**src/rtl/fetch_unit.sv**
```systemverilog
// fetch_unit: PC owner, imem request/response sequencing, instruction hold and next-PC selection
module fetch_unit #(
    parameter logic [31:0] RESET_PC = 32'h0000_0000
) (
    input  logic        clk,
    input  logic        rst,
    output logic        imem_req_valid,
    input  logic        imem_req_ready,
    output logic [31:0] imem_addr,
    input  logic        imem_rsp_valid,
    input  logic [31:0] imem_rdata,
    output logic [31:0] instr,
    output logic        instr_valid,
    output logic [6:0]  op,
    output logic [2:0]  funct3,
    output logic        funct7_5,
    output logic [31:0] pc,
    output logic [31:0] pc_plus4,
    input  logic [1:0]  PCSrc,
    input  logic [31:0] PCTarget,
    input  logic [31:0] ALUResult,
    input  logic        retire,
    output logic        fetch_fault,
    output logic [31:0] instret
);
    typedef enum logic [1:0] {REQ, WAIT, EXEC, FAULT} state_t;
    state_t state;
    logic [31:0] next_pc;
    assign imem_addr = pc;
    assign pc_plus4 = pc + 32'd4;
    assign op = instr[6:0];
    assign funct3 = instr[14:12];
    assign funct7_5 = instr[30];
    always_comb next_pc = PCSrc == 2'b01 ? PCTarget : PCSrc == 2'b10 ? (ALUResult & ~32'd1) : pc_plus4;
    // req_valid is registered, so REQ after reset spends one cycle raising it
    always_ff @(posedge clk) begin
        if (rst) begin
            state <= REQ;
            pc <= RESET_PC;
            instr <= 32'h0000_0013;
            instret <= '0;
            fetch_fault <= 1'b0;
            imem_req_valid <= 1'b0;
            instr_valid <= 1'b0;
        end else begin
            case (state)
                REQ: begin
                    if (imem_req_valid && imem_req_ready) begin
                        state <= WAIT;
                        imem_req_valid <= 1'b0;
                    end else
                        imem_req_valid <= 1'b1;
                end
                WAIT: begin
                    if (imem_rsp_valid) begin
                        instr <= imem_rdata;
                        instr_valid <= 1'b1;
                        state <= EXEC;
                    end
                end
                EXEC: begin
                    if (retire) begin
                        instret <= instret + 32'd1;
                        instr_valid <= 1'b0;
                        if (|next_pc[1:0]) begin
                            state <= FAULT;
                            fetch_fault <= 1'b1;
                        end else begin
                            pc <= next_pc;
                            state <= REQ;
                            imem_req_valid <= 1'b1;
                        end
                    end
                end
                default: ;
            endcase
        end
    end
endmodule
```
**config.mk**
```make
export PLATFORM = sky130hd
export DESIGN_NAME = fetch_unit
export DESIGN_NICKNAME = d
export VERILOG_FILES = /design/src/rtl/fetch_unit.sv
export SDC_FILE = /design/constraint.sdc
export NUM_CORES = 1
export LEC_CHECK = 0
export CORE_MARGIN = 10
export CORE_UTILIZATION = 38
export DETAILED_ROUTE_END_ITERATION = 6
export GPL_TIMING_DRIVEN = 0
export PLACE_DENSITY_LB_ADDON = 0.25
export REMOVE_ABC_BUFFERS = 1
export SYNTH_ARGS = -nofsm -noshare
export SYNTH_HDL_FRONTEND = slang
export SYNTH_SLANG_ARGS = --single-unit
export TNS_END_PERCENT = 1
```
**constraint.sdc**
```tcl
create_clock -name clk -period 2.46 [get_ports clk]
set_input_delay 0.492 -clock clk [delete_from_list [all_inputs] [get_ports clk]]
set_output_delay 0.492 -clock clk [all_outputs]
set_load 0.02 [all_outputs]
```
==> Yosys cells after proc, flatten, opt, wreduce, memory -nomap -nowiden <==
Cells that the tools add are included.
Widths: inputs -> output; s select.
{ "classes": {"reduce_logical": 13, "shift": 0, "n_mux": 14, "order_cmp": 0, "addsub": 2, "n_eq_ne": 8, "bitwise_logic": 1, "multipliers": 0, "div": 0} }
{ "ops": {"columns": ["operator", "count"], "rows": [
  ["$mux 32", 2],
  ["$add 32x1->32 const B", 1],
  ["$add 32x3->32 const B", 1],
  ["$reduce_and 3->1", 4],
  ["$mux 2", 4],
  ["$ne 2x2->1 const B", 4],
  ["$pmux 2 s3", 1],
  ["$mux 1", 5],
  ["$eq 2x1->1 const B", 2],
  ["$eq 2x2->1 const B", 2],
  ["$pmux 1 s2", 2],
  ["$reduce_and 2->1", 2],
  ["$reduce_and 4->1", 1],
  ["$reduce_bool 2->1", 2],
  ["$reduce_bool 3->1", 1],
  ["$logic_not 2->1", 1],
  ["$reduce_or 2->1", 1],
  ["$logic_and 1x1->1", 1],
  ["$not 1->1", 1]
]} }
{ "totals": {"latchBits": 0, "in_bits": 103, "mem_bits_rw": 0, "wordCells": 45, "mem_bits_ro": 0, "out_inout_bits": 174, "register_bits": 101, "mem_count": 0} }

==> Logic depth before layout (Yosys ltp) <==
{ "logic_depth": {"depth_word": 7, "depth_mapped": 10} }

==> Least setup slack after synthesis <==
OpenSTA, ideal clock, no wires.
{ "synth_path": {"kind": "reg2out", "from": "register pc[11], in the netlist imem_addr[11]", "to": "output pc_plus4[27]", "required_ns": 1.968, "setup_slack_ns": -0.011, "path_stages_with_launch": 8, "arrival_time_ns": 1.979, "path_buffers": 1, "cell_sequence": "dfxtp_1 -> buf_2 -> and4_4 -> nand2_4 -> nor4_4 -> nand3_2 -> nor2_1 -> xor2_1"} }
{ "synth_between": {"elab_chain_len": 1} }
{ "synth_lines": {"columns": ["element", "line", "source"], "rows": [
  ["from (decl)", "17", "output logic [31:0] pc,"],
  ["from (signal assigned)", "69", "pc <= next_pc;"],
  ["$add 32x3->32", "30", "assign pc_plus4 = pc + 32'd4;"],
  ["to (decl)", "18", "output logic [31:0] pc_plus4,"]
]} }
No other way between the ends.

==> Final worst setup path <==
{ "layout_path": {"from": "register pc[11], in the netlist imem_addr[11]", "to": "output pc_plus4[25]"} }
The elaborated chain is that of the path after synthesis.

==> metrics.txt <==
# TYPE chip_impl_metric gauge
chip_impl_info{name="run_status",value="finished, violations left"} 1
chip_impl_info{name="violations_in_the_final_reports",value="setup timing"} 1
chip_impl_metric{name="grt_antenna_before_repair",unit=""} 1
chip_impl_metric{name="number_of_enable_flip_flop_cells_after_synthesis",unit=""} 0
chip_impl_metric{name="worst_ir_drop_vdd",unit="mV"} 0.393
chip_impl_metric{name="number_of_global_route_vias_before_repair",unit=""} 5836
chip_impl_metric{name="grt.total_usage",unit=""} 0.199
chip_impl_metric{name="cts-buffers-inserted",unit=""} 9
chip_impl_metric{name="cell_internal_pwr",unit="mW"} 2.89
chip_impl_metric{name="final_layout_size_suffix_gt1_frac",unit=""} 0.158
chip_impl_metric{name="critical_path_peak_fanout",unit=""} 6
chip_impl_metric{name="worstMarginPinSlew",unit="ps"} 1160
chip_impl_metric{name="finalHoldViolCount",unit=""} 0
chip_impl_metric{name="power_density",unit="nW/µm²"} 461
chip_impl_metric{name="highest_clock_rate",unit="GHz"} 0.379
chip_impl_metric{name="syn_inst",unit=""} 730
chip_impl_metric{name="layout.area.seq",unit="µm²"} 2100
chip_impl_metric{name="cp_data_required_time",unit="ps"} 1970
chip_impl_info{name="worst_path_slowest_cell",value="nor4_4"} 1
chip_impl_metric{name="synthAdderAreaFrac",unit=""} 0.0108
chip_impl_metric{name="ys_types",unit=""} 67
chip_impl_metric{name="area_growth",unit="%"} 57.0
chip_impl_metric{name="p_clk_frac",unit=""} 0.338
chip_impl_metric{name="number_of_slew_limit_violations_in_the_final_report",unit=""} 0
chip_impl_metric{name="num-nets-final",unit=""} 1069
chip_impl_metric{name="grt_first_pass_wirelength",unit="µm"} 32600
chip_impl_info{name="topRoutingLayerUsed",value="met4"} 1
chip_impl_metric{name="post-route-worst-setup-slack",unit="ps"} -177
chip_impl_metric{name="drtAntennaViolNets",unit=""} 0
chip_impl_metric{name="setup_viol",unit=""} 14
chip_impl_info{name="crit_family",value="simple AND/OR/NAND/NOR gates"} 1
chip_impl_metric{name="crit_arrival",unit="ps"} 2150
chip_impl_info{name="tritoncts",value="done"} 1
chip_impl_metric{name="synth.area.mux_share",unit=""} 0.00716
chip_impl_info{name="timing.critical_path.to_type",value="primary output"} 1
chip_impl_metric{name="maximum_number_of_pins_on_one_net_before_global_route_repair",unit=""} 66
chip_impl_metric{name="multi_input_comb_area",unit="µm²"} 3380
chip_impl_metric{name="routed-wl-met2",unit="µm"} 11200
chip_impl_info{name="start_kind",value="flop"} 1
chip_impl_metric{name="p_comb_frac",unit=""} 0.239
chip_impl_metric{name="num_io_pins",unit=""} 277
chip_impl_metric{name="first_iter_violations",unit=""} 321
chip_impl_metric{name="power.net_switching",unit="mW"} 1.28
chip_impl_metric{name="synthesis.yosys.warnings",unit=""} 0
chip_impl_metric{name="route.met3.wl",unit="µm"} 1990
chip_impl_metric{name="final-instance-count-excl-fill",unit=""} 1151
chip_impl_metric{name="drt_pre_antenna_iters",unit=""} 5
chip_impl_metric{name="final.fill_count",unit=""} 1290
chip_impl_metric{name="dp_hpwl",unit="µm"} 15800
chip_impl_metric{name="detail_route.drc_violations",unit=""} 0
chip_impl_metric{name="totalPowerFinal",unit="mW"} 4.18
chip_impl_metric{name="synthArstFlopShare",unit=""} 0
chip_impl_metric{name="routed_vias_inst",unit=""} 5.31
chip_impl_info{name="synth_top_cells_by_area",value="dfxtp_1 (35%), nand2_1 (6.3%), buf_4 (5.9%), a21oi_1 (4.9%), xnor2_1 (4.7%)"} 1
chip_impl_metric{name="cts-root-to-sink-buffers",unit=""} 2
chip_impl_metric{name="critical-path-max-stage-delay",unit="ps"} 420
chip_impl_metric{name="switching_share",unit=""} 0.307
chip_impl_metric{name="place.gp.congestion",unit=""} 0.851
chip_impl_metric{name="die_area",unit="µm²"} 20500
chip_impl_metric{name="die_h",unit="µm"} 143
chip_impl_info{name="postSynth.topFlopCell",value="dfxtp_1"} 1
chip_impl_info{name="critical_path.most_common_cell",value="buf_4"} 1
chip_impl_metric{name="die_width",unit="µm"} 143
chip_impl_metric{name="drt-total-wl",unit="µm"} 21700
chip_impl_info{name="worstHoldPathType",value="reg -> reg"} 1
chip_impl_metric{name="synth-compound-area-share",unit=""} 0.190
chip_impl_info{name="critPathKind",value="reg -> out"} 1
chip_impl_metric{name="cts.sinks",unit=""} 101
chip_impl_info{name="cp_cell_sequence",value="and4_4 > nand2_4 > nor4_4 > nand3_2 > buf_4 > xnor2_2 > buf_4"} 1
chip_impl_metric{name="cts.reportedPaths.clkPinSlew",unit="ps"} 80
chip_impl_metric{name="clock_latency",unit="ps"} 350
chip_impl_metric{name="critical_path_buf_inv_count",unit=""} 2
chip_impl_info{name="cts.root.buffer_cell",value="clkbuf_16"} 1
chip_impl_info{name="synth_top_family_by_area",value="simple AND/OR/NAND/NOR gates"} 1
chip_impl_metric{name="floorplan.rows",unit=""} 44
chip_impl_metric{name="finalWorstPathRequiredPeriod",unit="ps"} 2640
chip_impl_metric{name="htree_num_levels",unit=""} 3
chip_impl_metric{name="syn-cell-area",unit="µm²"} 5770
chip_impl_metric{name="synth-simple-area-share",unit=""} 0.247
chip_impl_metric{name="finalCritPeriodShare",unit=""} 1.07
chip_impl_metric{name="synth-seq-cells",unit=""} 101
chip_impl_metric{name="place.port_buffers",unit=""} 275
chip_impl_metric{name="clock-skew-final",unit="ps"} 7.59
chip_impl_metric{name="leak_pwr",unit="nW"} 3.40
chip_impl_metric{name="placeableCoreArea",unit="µm²"} 14700
chip_impl_metric{name="wl_per_cell",unit="µm"} 18.8
chip_impl_metric{name="seq_power_share",unit=""} 0.424
chip_impl_metric{name="synth_seq_area_share",unit=""} 0.351
chip_impl_metric{name="syn_avg_cell_area",unit="µm²"} 7.90
chip_impl_metric{name="synthXorXnorAreaFrac",unit=""} 0.0837
chip_impl_info{name="rsz0062_at_grt",value="true"} 1
chip_impl_metric{name="max-cap-violations",unit=""} 0
chip_impl_metric{name="start_util",unit=""} 0.392
chip_impl_metric{name="top_area_cell_type_share_of_the_netlist_area",unit=""} 0.351
chip_impl_metric{name="placedCellCount",unit=""} 1104
chip_impl_metric{name="wl_met1",unit="µm"} 8170
chip_impl_metric{name="vias",unit=""} 6107
chip_impl_metric{name="slew-limit-headroom",unit=""} 0.224
chip_impl_metric{name="grt_overflow",unit=""} 0
chip_impl_info{name="synth_top_cell_by_area",value="dfxtp_1"} 1
-- worst min-delay path, delay by kind of cell, from the launching register on --
family / cells / cell delay [ps]
AND/OR/NAND/NOR: 1 / 50
flip-flops: 1 / 310
AO/OA/AOI/OAI: 1 / 50
-- placed cells by master (no fill, tap or decap), drive strengths merged, types with 4 or more instances in the layout --
cell             n
a22o             4
nor4             7
ha               5
a31oi           13
xor2            21
dlygate4sd2      5
and4             8
a211oi           4
xnor2           32
nor2            73
or3             12
and3            15
nand2b          10
a22oi            9
a21oi           57
buf             50
nor3            20
o21ai           38
inv             22
o21a             5
a21o             4
nand3           25
dfxtp          101
clkdlybuf4s50  245
and2             4
nand4           11
o211ai           5
clkdlybuf4s15    5
clkbuf          11
nand2          101
-- power by group through the flow --
stage               Sequential, mW  Clock [mW]  Combinational (mW)
global route                  1.78        1.52                1.07
finish                        1.77        1.41               0.997
detailed placement            1.83           0               0.990
CTS                           1.78        1.45               0.999
floorplan                     1.95           0               0.311
global placement              1.82           0               0.981
-- flip-flops by register name, summed over array words and instances, names as in the netlist --
signal / flops
imem_req_valid: 1
instret: 32
state: 2
imem_addr: 32
instr: 32
instr_valid: 1
fetch_fault: 1
-- Yosys cell counts, types with 3 or more instances --
cell and number:
o21ai_0 37, o41ai_1 3, nor4_1 3, xnor2_1 31, o22ai_1 3, a31oi_1 13, a21oi_1 57, buf_1 6
nor3_1 19, a2bb2oi_1 3, a211oi_1 4, dfxtp_1 101, o21a_1 5, a21o_1 4, nand2_1 97, nand4_1 9
nor4_2 3, a22o_1 4, nand3_1 24, buf_6 5, buf_2 3, and4_1 6, buf_4 45, nor2_1 72
ha_1 5, o211ai_1 5, clkbuf_8 3, mux2i_1 3, and2_1 4, or3_1 11, nand2b_1 10, a22oi_1 9
inv_1 18, and3_1 15, clkbuf_1 25, xor2_1 21, o31ai_1 3, a32o_1 3
-- final timing paths --
check | startpoint | endpoint | slack (ps) | cells after the start
hold / removal | instr[25] | instr[25] | 450 | 2
hold reg to reg | instr[25] | instr[25] | 450 | 2
setup reg to reg | state[0] | instret[17] | 170 | 7
setup / recovery | imem_addr[11] | pc_plus4[25] | -180 | 7
-- through the flow --
| stage | hold slack (ps) | TNS (ps) | util | instance area (µm²) | setup WS (ps) |
|---|---|---|---|---|---|
| floorplan | 456 | -1720 | - | 5200 | -289 |
| global placement | 441 | -194230 | 0.557 | 8180 | -3230 |
| detailed placement | 446 | -67350 | 0.560 | 8230 | -2000 |
| CTS | 456 | -2920 | 0.600 | 8810 | -306 |
| global route | 471 | -2610 | 0.616 | 9050 | -299 |
| finish | 454 | -958 | 0.616 | 9050 | -177 |
-- per-layer routing --
metal  up-vias  global-route usage
met2       244               0.350
met1      2854               0.226
li1       2984                   -
met5         -                   0
met3        25              0.0713
met4         0              0.0418
-- timing repair --
| item | CTS | global route |
|---|---|---|
| endpoints found under the setup margin | 64 | 35 |
| hold buffers | 0 | 0 |
| pin swaps | 9 | 14 |
| gates resized for setup | 153 | 49 |
| buffers inserted | 15 | 15 |
-- final cells by class --
cell class,count,share of cell area
inverter,19,0.00788
tap,184,0.0254
clock inverter,7,0.00760
sequential,101,0.232
antenna,1,0.000276
multi-input combinational,523,0.374
timing repair buffer,307,0.329
clock buffer,9,0.0249
-- logic make-up after synthesis --
| family | count (synthesis) |
|---|---|
| xor+xnor | 53 |
| fa+ha+maj | 5 |
| mux | 4 |
| simple gates | 289 |
| buf+inv | 106 |
| compound gates | 172 |
| flops | 101 |
(Power assumes the default switching activity.)
